[config.mk]
export PLATFORM = sky130hd
export DESIGN_NAME = alu_mdu_flat
export DESIGN_NICKNAME = d
export VERILOG_FILES = /design/src/rtl/alu_mdu_if.sv /design/src/rtl/alu_mdu.sv /design/src/flat_wrapper.sv
export SDC_FILE = /design/constraint.sdc
export NUM_CORES = 1
export LEC_CHECK = 0
export CORE_ASPECT_RATIO = 1.75
export CORE_MARGIN = 2
export CORE_UTILIZATION = 64
export DETAILED_ROUTE_END_ITERATION = 8
export PLACE_DENSITY = 0.87
export SKIP_CTS_REPAIR_TIMING = 1
export SLEW_MARGIN = 10
export SYNTH_ARGS = -nofsm -noshare
export SYNTH_HDL_FRONTEND = slang
export SYNTH_SLANG_ARGS = --single-unit
[constraint.sdc]
create_clock -name clk -period 8.45 [get_ports clk]
set_clock_uncertainty 0.05 [all_clocks]
set_input_delay 1.2675 -clock clk [delete_from_list [all_inputs] [get_ports clk]]
set_output_delay 1.2675 -clock clk [all_outputs]
set_load 0.1 [all_outputs]
[src/rtl/alu_mdu_if.sv]
// ---------------------------------------------------------------------------
// alu_mdu_if
// Operand/result handshake bundle for the alu_mdu execute-stage unit.
//
// Signals:
//   in_valid   operand/op presented by the issuing side
//   in_ready   unit can accept an op this cycle
//   in_1/in_2  operands A and B (WIDTH bits)
//   operation  5-bit op code
//   out_valid  result held on out
//   out_ready  consumer takes the result
//   out        result (WIDTH bits)
//   err        qualifies out: the accepted op code was undefined
//   busy       unit is iterating a multiply/divide
//
// Modports:
//   master  issuing side (drives operands, accepts results)
//   slave   the alu_mdu itself
// ---------------------------------------------------------------------------
interface alu_mdu_if #(
    parameter int WIDTH = 32
);
    logic             in_valid;
    logic             in_ready;
    logic [WIDTH-1:0] in_1;
    logic [WIDTH-1:0] in_2;
    logic [4:0]       operation;
    logic             out_valid;
    logic             out_ready;
    logic [WIDTH-1:0] out;
    logic             err;
    logic             busy;

    modport master (
        output in_valid, in_1, in_2, operation, out_ready,
        input  in_ready, out_valid, out, err, busy
    );

    modport slave (
        input  in_valid, in_1, in_2, operation, out_ready,
        output in_ready, out_valid, out, err, busy
    );
endinterface

[src/rtl/alu_mdu.sv]
// ---------------------------------------------------------------------------
// alu_mdu
// Multi-cycle ALU plus RISC-V M-extension multiply/divide/remainder unit.
// Basic ops, undefined ops and divide special cases (divide by zero, signed
// overflow) complete one cycle after acceptance. Multiply and divide iterate
// one bit per cycle on operand magnitudes, with the sign fix-up folded into
// the last step, giving WIDTH+1 cycles from acceptance to out_valid.
//
// Ports:
//   clk   system clock, rising edge
//   rst   synchronous, active-high reset (aborts any op in flight)
//   bus   alu_mdu_if.slave: in_valid/in_ready/in_1/in_2/operation,
//         out_valid/out_ready/out/err, busy
//
// Build option:
//   ALU_MDU_FAST_MUL_EN  when defined, MUL/MULH/MULHSU/MULHU use a single
//                        combinational 2*WIDTH multiply and complete in one
//                        cycle; division stays iterative. Results are
//                        identical in both builds.
// ---------------------------------------------------------------------------
module alu_mdu #(
    parameter int WIDTH = 32
) (
    input  logic       clk,
    input  logic       rst,
    alu_mdu_if.slave   bus
);
    localparam int SHW = $clog2(WIDTH);

    localparam logic [4:0] OP_ADD    = 5'd0;
    localparam logic [4:0] OP_SUB    = 5'd1;
    localparam logic [4:0] OP_XOR    = 5'd2;
    localparam logic [4:0] OP_OR     = 5'd3;
    localparam logic [4:0] OP_AND    = 5'd4;
    localparam logic [4:0] OP_SLL    = 5'd5;
    localparam logic [4:0] OP_SRL    = 5'd6;
    localparam logic [4:0] OP_SRA    = 5'd7;
    localparam logic [4:0] OP_SLT    = 5'd8;
    localparam logic [4:0] OP_SLTU   = 5'd9;
    localparam logic [4:0] OP_EQL    = 5'd10;
    localparam logic [4:0] OP_NEQ    = 5'd11;
    localparam logic [4:0] OP_GTE    = 5'd12;
    localparam logic [4:0] OP_GTEU   = 5'd13;
    localparam logic [4:0] OP_MUL    = 5'd16;
    localparam logic [4:0] OP_MULH   = 5'd17;
    localparam logic [4:0] OP_MULHSU = 5'd18;
    localparam logic [4:0] OP_MULHU  = 5'd19;
    localparam logic [4:0] OP_DIV    = 5'd20;
    localparam logic [4:0] OP_DIVU   = 5'd21;
    localparam logic [4:0] OP_REM    = 5'd22;
    localparam logic [4:0] OP_REMU   = 5'd23;

    localparam logic [WIDTH-1:0] MIN_S = {1'b1, {(WIDTH-1){1'b0}}};

    typedef enum logic [1:0] {
        S_IDLE,
        S_BUSY,
        S_DONE
    } state_t;

    state_t r_state;
    state_t w_state_nxt;

    // Registered operation context
    logic [4:0]         r_op;
    logic               r_neg_p;     // product / quotient must be negated
    logic               r_a_neg;     // remainder must be negated
    logic [WIDTH-1:0]   r_mag;       // multiplicand (mul) or divisor (div)
    logic [2*WIDTH-1:0] r_acc;       // {hi, lo}: product or {remainder, dividend/quotient}
    logic [SHW-1:0]     r_cnt;
    logic [WIDTH-1:0]   r_out;
    logic               r_err;

    // Acceptance-side decode
    logic [4:0]       w_op;
    logic [SHW-1:0]   w_shamt;
    logic             w_accept;
    logic             w_is_mul;
    logic             w_is_div;
    logic             w_div_zero;
    logic             w_div_ovf;
    logic             w_iter;
    logic             w_sa;
    logic             w_sb;
    logic             w_a_neg;
    logic             w_b_neg;
    logic [WIDTH-1:0] w_mag_a;
    logic [WIDTH-1:0] w_mag_b;
    logic [WIDTH-1:0] w_quick_res;
    logic             w_quick_err;

    // Iteration datapath
    logic               w_r_is_mul;
    logic               w_last;
    logic [WIDTH:0]     w_add;
    logic [WIDTH:0]     w_rsh;
    logic [WIDTH:0]     w_diff;
    logic [2*WIDTH-1:0] w_step;
    logic [WIDTH-1:0]   w_fix;

    assign w_op     = bus.operation;
    assign w_shamt  = bus.in_2[SHW-1:0];
    assign w_accept = bus.in_valid && (r_state == S_IDLE);
    assign w_is_mul = (w_op[4:2] == 3'b100);
    assign w_is_div = (w_op[4:2] == 3'b101);

    assign w_div_zero = (bus.in_2 == '0);
    // Only the signed forms can overflow: MIN / -1
    assign w_div_ovf  = ((w_op == OP_DIV) || (w_op == OP_REM)) &&
                        (bus.in_1 == MIN_S) && (bus.in_2 == '1);

`ifdef ALU_MDU_FAST_MUL_EN
    assign w_iter = w_is_div && !w_div_zero && !w_div_ovf;
`else
    assign w_iter = (w_is_div && !w_div_zero && !w_div_ovf) || w_is_mul;
`endif

    // Operand A is signed for MUL/MULH/MULHSU/DIV/REM; B for MUL/MULH/DIV/REM.
    // MUL (low half) is sign-agnostic, so treating it as signed is harmless.
    assign w_sa = (w_op == OP_MUL) || (w_op == OP_MULH) || (w_op == OP_MULHSU) ||
                  (w_op == OP_DIV) || (w_op == OP_REM);
    assign w_sb = (w_op == OP_MUL) || (w_op == OP_MULH) ||
                  (w_op == OP_DIV) || (w_op == OP_REM);
    assign w_a_neg = w_sa && bus.in_1[WIDTH-1];
    assign w_b_neg = w_sb && bus.in_2[WIDTH-1];
    // -MIN wraps to MIN, which read unsigned is the correct magnitude
    assign w_mag_a = w_a_neg ? (~bus.in_1 + 1'b1) : bus.in_1;
    assign w_mag_b = w_b_neg ? (~bus.in_2 + 1'b1) : bus.in_2;

`ifdef ALU_MDU_FAST_MUL_EN
    logic signed [2*WIDTH-1:0] w_fast_prod;
    assign w_fast_prod = $signed({{WIDTH{w_a_neg}}, bus.in_1}) *
                         $signed({{WIDTH{w_b_neg}}, bus.in_2});
`endif

    function automatic logic [WIDTH-1:0] f_mul_fix(input logic [2*WIDTH-1:0] p,
                                                   input logic neg,
                                                   input logic lo);
        logic [2*WIDTH-1:0] s;
        s = neg ? (~p + 1'b1) : p;
        return lo ? s[WIDTH-1:0] : s[2*WIDTH-1:WIDTH];
    endfunction

    function automatic logic [WIDTH-1:0] f_div_fix(input logic [2*WIDTH-1:0] acc,
                                                   input logic qneg,
                                                   input logic rneg,
                                                   input logic is_rem);
        logic [WIDTH-1:0] q;
        logic [WIDTH-1:0] r;
        q = acc[WIDTH-1:0];
        r = acc[2*WIDTH-1:WIDTH];
        if (is_rem) begin
            return rneg ? (~r + 1'b1) : r;
        end
        return qneg ? (~q + 1'b1) : q;
    endfunction

    // Single-cycle results: basic ops, undefined codes, divide special cases
    always_comb begin
        w_quick_res = '0;
        w_quick_err = 1'b0;
        case (w_op)
            OP_ADD:  w_quick_res = bus.in_1 + bus.in_2;
            OP_SUB:  w_quick_res = bus.in_1 - bus.in_2;
            OP_XOR:  w_quick_res = bus.in_1 ^ bus.in_2;
            OP_OR:   w_quick_res = bus.in_1 | bus.in_2;
            OP_AND:  w_quick_res = bus.in_1 & bus.in_2;
            OP_SLL:  w_quick_res = bus.in_1 << w_shamt;
            OP_SRL:  w_quick_res = bus.in_1 >> w_shamt;
            OP_SRA:  w_quick_res = $signed(bus.in_1) >>> w_shamt;
            OP_SLT:  w_quick_res = WIDTH'($signed(bus.in_1) < $signed(bus.in_2));
            OP_SLTU: w_quick_res = WIDTH'(bus.in_1 < bus.in_2);
            OP_EQL:  w_quick_res = WIDTH'(bus.in_1 == bus.in_2);
            OP_NEQ:  w_quick_res = WIDTH'(bus.in_1 != bus.in_2);
            OP_GTE:  w_quick_res = WIDTH'($signed(bus.in_1) >= $signed(bus.in_2));
            OP_GTEU: w_quick_res = WIDTH'(bus.in_1 >= bus.in_2);
`ifdef ALU_MDU_FAST_MUL_EN
            OP_MUL:  w_quick_res = w_fast_prod[WIDTH-1:0];
            OP_MULH, OP_MULHSU, OP_MULHU:
                     w_quick_res = w_fast_prod[2*WIDTH-1:WIDTH];
`else
            OP_MUL, OP_MULH, OP_MULHSU, OP_MULHU:
                     w_quick_res = '0;
`endif
            OP_DIV, OP_DIVU: begin
                if (w_div_zero) begin
                    w_quick_res = '1;
                end else if (w_div_ovf) begin
                    w_quick_res = MIN_S;
                end
            end
            OP_REM, OP_REMU: begin
                if (w_div_zero) begin
                    w_quick_res = bus.in_1;
                end
            end
            default: w_quick_err = 1'b1;
        endcase
    end

    // One iteration step. Multiply: shift-add with the multiplier in the low
    // half shifting out as the product shifts in. Divide: restoring, the
    // dividend in the low half shifts into the remainder as quotient bits
    // shift in from the right.
    assign w_r_is_mul = (r_op[4:2] == 3'b100);
    assign w_last     = (r_cnt == SHW'(WIDTH-1));

    always_comb begin
        w_add = {1'b0, r_acc[2*WIDTH-1:WIDTH]} + (r_acc[0] ? {1'b0, r_mag} : '0);
        w_rsh = {r_acc[2*WIDTH-1:WIDTH], r_acc[WIDTH-1]};
        w_diff = w_rsh - {1'b0, r_mag};
        if (w_r_is_mul) begin
            w_step = {w_add, r_acc[WIDTH-1:1]};
        end else if (w_diff[WIDTH]) begin
            w_step = {w_rsh[WIDTH-1:0], r_acc[WIDTH-2:0], 1'b0};
        end else begin
            w_step = {w_diff[WIDTH-1:0], r_acc[WIDTH-2:0], 1'b1};
        end
    end

    assign w_fix = w_r_is_mul ? f_mul_fix(w_step, r_neg_p, r_op == OP_MUL)
                              : f_div_fix(w_step, r_neg_p, r_a_neg, r_op[1]);

    // State register
    always_ff @(posedge clk) begin
        if (rst) begin
            r_state <= S_IDLE;
        end else begin
            r_state <= w_state_nxt;
        end
    end

    // Next state and handshake outputs
    always_comb begin
        w_state_nxt   = r_state;
        bus.in_ready  = 1'b0;
        bus.out_valid = 1'b0;
        bus.busy      = 1'b0;
        case (r_state)
            S_IDLE: begin
                bus.in_ready = 1'b1;
                if (w_accept) begin
                    w_state_nxt = w_iter ? S_BUSY : S_DONE;
                end
            end
            S_BUSY: begin
                bus.busy = 1'b1;
                if (w_last) begin
                    w_state_nxt = S_DONE;
                end
            end
            S_DONE: begin
                bus.out_valid = 1'b1;
                if (bus.out_ready) begin
                    w_state_nxt = S_IDLE;
                end
            end
            default: w_state_nxt = S_IDLE;
        endcase
    end

    assign bus.out = r_out;
    assign bus.err = r_err;

    // Datapath registers: operands captured on acceptance, stepped in BUSY
    always_ff @(posedge clk) begin
        if (rst) begin
            r_out <= '0;
            r_err <= 1'b0;
            r_cnt <= '0;
        end else begin
            case (r_state)
                S_IDLE: begin
                    if (w_accept) begin
                        r_op    <= w_op;
                        r_neg_p <= w_a_neg ^ w_b_neg;
                        r_a_neg <= w_a_neg;
                        r_cnt   <= '0;
                        if (w_is_mul) begin
                            r_mag <= w_mag_a;
                            r_acc <= {{WIDTH{1'b0}}, w_mag_b};
                        end else begin
                            r_mag <= w_mag_b;
                            r_acc <= {{WIDTH{1'b0}}, w_mag_a};
                        end
                        if (!w_iter) begin
                            r_out <= w_quick_res;
                            r_err <= w_quick_err;
                        end
                    end
                end
                S_BUSY: begin
                    r_acc <= w_step;
                    r_cnt <= r_cnt + SHW'(1);
                    if (w_last) begin
                        r_out <= w_fix;
                        r_err <= 1'b0;
                    end
                end
                default: ;
            endcase
        end
    end
endmodule
[src/flat_wrapper.sv]
// flat-port wrapper written by rule: the top's interface ports become plain ports
module alu_mdu_flat 
#(
    parameter int WIDTH = 32
)
  (clk, rst, bus_in_valid, bus_in_1, bus_in_2, bus_operation, bus_out_ready, bus_in_ready, bus_out_valid, bus_out, bus_err, bus_busy);
  alu_mdu_if #(.WIDTH(WIDTH)) bus_i ();
  input  logic clk;
  input  logic rst;
  input wire logic [$bits(bus_i.in_valid)-1:0] bus_in_valid;
  input wire logic [$bits(bus_i.in_1)-1:0] bus_in_1;
  input wire logic [$bits(bus_i.in_2)-1:0] bus_in_2;
  input wire logic [$bits(bus_i.operation)-1:0] bus_operation;
  input wire logic [$bits(bus_i.out_ready)-1:0] bus_out_ready;
  output wire logic [$bits(bus_i.in_ready)-1:0] bus_in_ready;
  output wire logic [$bits(bus_i.out_valid)-1:0] bus_out_valid;
  output wire logic [$bits(bus_i.out)-1:0] bus_out;
  output wire logic [$bits(bus_i.err)-1:0] bus_err;
  output wire logic [$bits(bus_i.busy)-1:0] bus_busy;
  assign bus_i.in_valid = bus_in_valid;
  assign bus_i.in_1 = bus_in_1;
  assign bus_i.in_2 = bus_in_2;
  assign bus_i.operation = bus_operation;
  assign bus_i.out_ready = bus_out_ready;
  assign bus_in_ready = bus_i.in_ready;
  assign bus_out_valid = bus_i.out_valid;
  assign bus_out = bus_i.out;
  assign bus_err = bus_i.err;
  assign bus_busy = bus_i.busy;
  alu_mdu #(.WIDTH(WIDTH)) u_core (.clk(clk), .rst(rst), .bus(bus_i));
endmodule
==> flow_summary.yaml, run 1 <==
run_status:
  stop_error: "[ERROR GRT-0116] Global routing finished with congestion. Check the congestion regions in the DRC Viewer."
  status: "aborted with a tool error"
  lastStage: "global routing"
grt:
  grtUsageTotal_pct: 59.3
  grt_pass1_vias: 31300
  grt_pass1_wl_microns: 186000
  grt_max_degree: 92
  grt_overflow: 9
logic_synthesis:
  synth_edf_count: 103
  synth_area_per_cell_sq_um: 7.33
  synth_seq_cells: 143
  synth_nets: 3629
  synth.cell_area_sq_mm: 0.0248
  yosys_warnings: 0
  synth_seq_area_share_pct: 15.7
  synthFlopType: "edfxtp_1"
  synthCells: 3384
  synth.distinct_cells: 106
  async_flop_share_pct: 0
placement:
  portBuffers: 108
  place_congestion: 1.28
  dp_hpwl_microns: 88000
floorplanning:
  io_pins: 109
  num_rows: 95
  die_w_microns: 153
  die_h_microns: 264
  initial_core_util_pct: 64.8
cts:
  cts_root_buf: "clkbuf_16"
  cts.sinks: 143
  cts_htree_levels: 4
  cts_buffer_depth: 2
  cts_buffers: 17
[cells in the mapped netlist, types with 41 or more instances]
cell type | number | area share (%)
a211oi_1 | 56 | 1.7
a21o_1 | 51 | 1.5
a21oi_1 | 339 | 6.8
a31oi_1 | 73 | 1.8
and2_1 | 62 | 1.6
clkbuf_1 | 197 | 3.0
edfxtp_1 | 103 | 12
ha_1 | 168 | 8.5
inv_1 | 159 | 2.4
mux2i_1 | 156 | 6.3
mux4_2 | 41 | 3.7
nand2_1 | 264 | 4.0
nand3_1 | 87 | 1.8
nand4_1 | 53 | 1.3
nor2_1 | 371 | 5.6
nor3_1 | 95 | 1.9
o21ai_0 | 201 | 4.1
xnor2_1 | 125 | 4.4
xor2_1 | 47 | 1.7
[metrics by stage]
step	worst slack [ps]	instance area (sq um)	hold WS, ps	std cells
after floorplan	2120	24800	422	3384
after global placement	1450	25900	414	3777
after detailed placement	1420	25900	432	3777
after CTS	1630	26500	443	3809
[cells by family after synthesis]
group	after synthesis	synth area share (%)
buffers and inverters	423	6.65
AND/OR/NAND/NOR	1128	21.7
flip-flops	143	15.7
adder cells (fa/ha/maj)	172	8.79
AO/OA/AOI/OAI	1137	30.6
multiplexers	209	10.6
XOR/XNOR	172	6.07
[layer usage]
layer | global-route usage [%] | overflow
met1 | 57.0 | 0
met2 | 88.4 | 4
met3 | 26.7 | 0
met4 | 67.3 | 5
met5 | 0.488 | 0
==> inputs of run 2 (changes only) <==
- CORE_ASPECT_RATIO: 1.75 -> default
- CORE_UTILIZATION: 64 -> 40
- PLACE_DENSITY: 0.87 -> default
- PLACE_DENSITY_LB_ADDON: default -> 0.15
==> run 2 against run 1 <==
Effect of this change: the flow now finishes without violations; synthesized area unchanged; synthesized cell count unchanged.
==> flow_summary.yaml, run 2 <==
worst_setup_path:
  critical_path_arrival_ps: 7600
  end_kind: "register"
  critPathLaunchType: "primary input"
  critPathMaxFanout: 11
  critPathKind: "in -> reg"
  cp.required_ps: 8740
grt:
  grt_overflow: 0
  grt_pass1_wl_microns: 185000
  grt_max_degree: 73
  antenna_found_initial: 2
  grt_pass1_vias: 27300
  grtUsageTotal_pct: 38.7
flow_run:
  max_cap_violations: 0
logic_synthesis:
  synth.cell_area_sq_mm: 0.0248
  yosys-top-cells-count: "371 x nor2_1, 339 x a21oi_1, 264 x nand2_1"
  async_flop_share_pct: 0
  synth.most_common_cell: "nor2_1"
  synth_top_area_cell: "edfxtp_1"
  yosys_warnings: 0
  synth.area.top_cells: "edfxtp_1 12%, ha_1 8.5%, a21oi_1 6.8%, mux2i_1 6.3%, nor2_1 5.6%"
  synth_area_per_cell_sq_um: 7.33
  synth_top_cell_area_share_pct: 12.5
  synth.distinct_cells: 106
  synth_seq_cells: 143
  synthFlopType: "edfxtp_1"
  synth_nets: 3629
  synth_seq_area_share_pct: 15.7
  synth_edf_count: 103
  synthCells: 3384
cells_and_area:
  largest_reg_flops: 64
  drive_above_1_share_pct: 6.81
  final_cells: 4123
  mostFrequentLayoutCell: "nor2_1"
  fillers: 6340
  nets: 3565
  area.growth.synth_to_final_pct: 8.61
  top_register: "u_core.r_acc"
  diodes: 0
  layout_common_cells: "368 x nor2_1, 339 x a21oi_1, 264 x nand2_1"
detailed_routing:
  drt_iter0_drc: 3680
  wire_per_inst_microns: 30.7
  drc: 0
  dr_total_vias: 28600
  wl_met3_microns: 10800
  wl_microns: 127000
  firstDrtPassIters: 8
  route.top_layer_used: "met5"
  drt-vias-per-instance: 6.93
  wl_met1_microns: 47700
  met2WireLength_microns: 58500
  postRouteAntennaNets: 0
floorplanning:
  die-area_sq_mm: 0.0640
  initial_core_util_pct: 40.4
  coreArea_sq_mm: 0.0615
  die_w_microns: 253
  io_pins: 109
  die_h_microns: 253
  num_rows: 91
cts:
  cts_buffers: 17
  cts.sinks: 143
  clk_pin_slew_ps: 60
  cts_buffer_depth: 2
  cts_root_buf: "clkbuf_16"
  clkLatencyLatePin_ps: 460
  cts_tree: "built"
  cts_htree_levels: 4
run_status:
  status: "completed"
placement:
  dp_cells: 4091
  place_congestion: 1.06
  portBuffers: 108
  dp_hpwl_microns: 98000
pwr:
  ir_drop_mv: 0.139
  leakagePower_nw: 10.3
  p_total_mw: 3.37
  cellPowerDensity_mw_per_mm2: 125
sta:
  slew-limit-headroom_pct: 3.55
  setup_violations: 0
  min_period_ps: 7310
  max_freq_mhz: 137
  worst_pin_slew_ps: 1430
  period_share_pct: 86.5
  maxSlewViolCount: 0
  rsz0062_at_grt: "false"
  finalSetupTns_ps: 0
  hold_viol: 0
hold_path:
  min_path_type: "reg -> reg"
==> run 2: per-stage QoR <==
stage | hold WS [ps] | setup WS, ps | utilization (%) | cell area (sq um)
2_1_floorplan | 422 | 2120 | - | 24800
3_3_place_gp | 396 | 1160 | 42.9 | 26400
3_5_place_dp | 397 | 1050 | 42.9 | 26400
4_1_cts | 406 | 1450 | 43.8 | 27000
5_1_grt | 437 | 1000 | 43.8 | 27000
6_report | 405 | 1140 | 43.8 | 27000
==> run 2: logic make-up after synthesis <==
logic type	Yosys count	synth area share [%]
simple gates	1128	21.7
fa+ha+maj	172	8.79
xor+xnor	172	6.07
buf+inv	423	6.65
mux	209	10.6
flops	143	15.7
compound gates	1137	30.6
==> run 2: worst max-delay path, cell delays in order <==
cell and delay, ps:
clkdlybuf4s50_1 770, inv_1 220, ha_1 440, nor3_1 740
nand3_1 210, nand4_1 170, a41oi_1 300, o311ai_0 1270
nand2_1 350, a311oi_1 620, nor3_1 150, a22oi_1 200
nor2_1 60, o31ai_1 440, a21oi_1 170, a31o_1 210
==> run 2: routing by layer <==
metal  vias up  global-route usage [%]
met5         -                       0
met4         4                    25.5
met3       431                    6.61
met2      1779                    64.1
met1     13800                    46.0
li1      12500                       -
==> run 2: power breakdown <==
group / switching, mW / total [mW] / internal (mW) / leakage, nW
Combinational: 1.20 / 1.76 / 0.562 / 8.77
Clock: 0.332 / 0.747 / 0.415 / 0.272
Sequential: 0.0548 / 0.862 / 0.807 / 1.30
Total: 1.58 / 3.37 / 1.78 / 10.3
==> run 2: area by class of cell <==
type	instances	area (sq um)	area share, %
Clock inverter	12	109	0.404
Inverter	163	612	2.27
Timing Repair Buffer	177	1570	5.81
Sequential cell	143	3890	14.4
Multi-Input combinational cell	2818	19300	71.7
Clock buffer	20	447	1.66
Tap cell	790	988	3.67
==> run 2: worst paths after layout <==
path                                         from            endpoint  slack [ps]  cells after the start
worst max-delay path                  bus_in_1[3]  u_core.bus.out[29]        1140                     16
worst min-delay path            u_core.bus.out[3]   u_core.bus.out[3]         410                      2
worst max register to register   u_core.r_acc[31]  u_core.bus.out[20]        1240                     21
worst min register to register  u_core.bus.out[3]   u_core.bus.out[3]         410                      2
No activity file was read; power rests on OpenSTA's default activity.
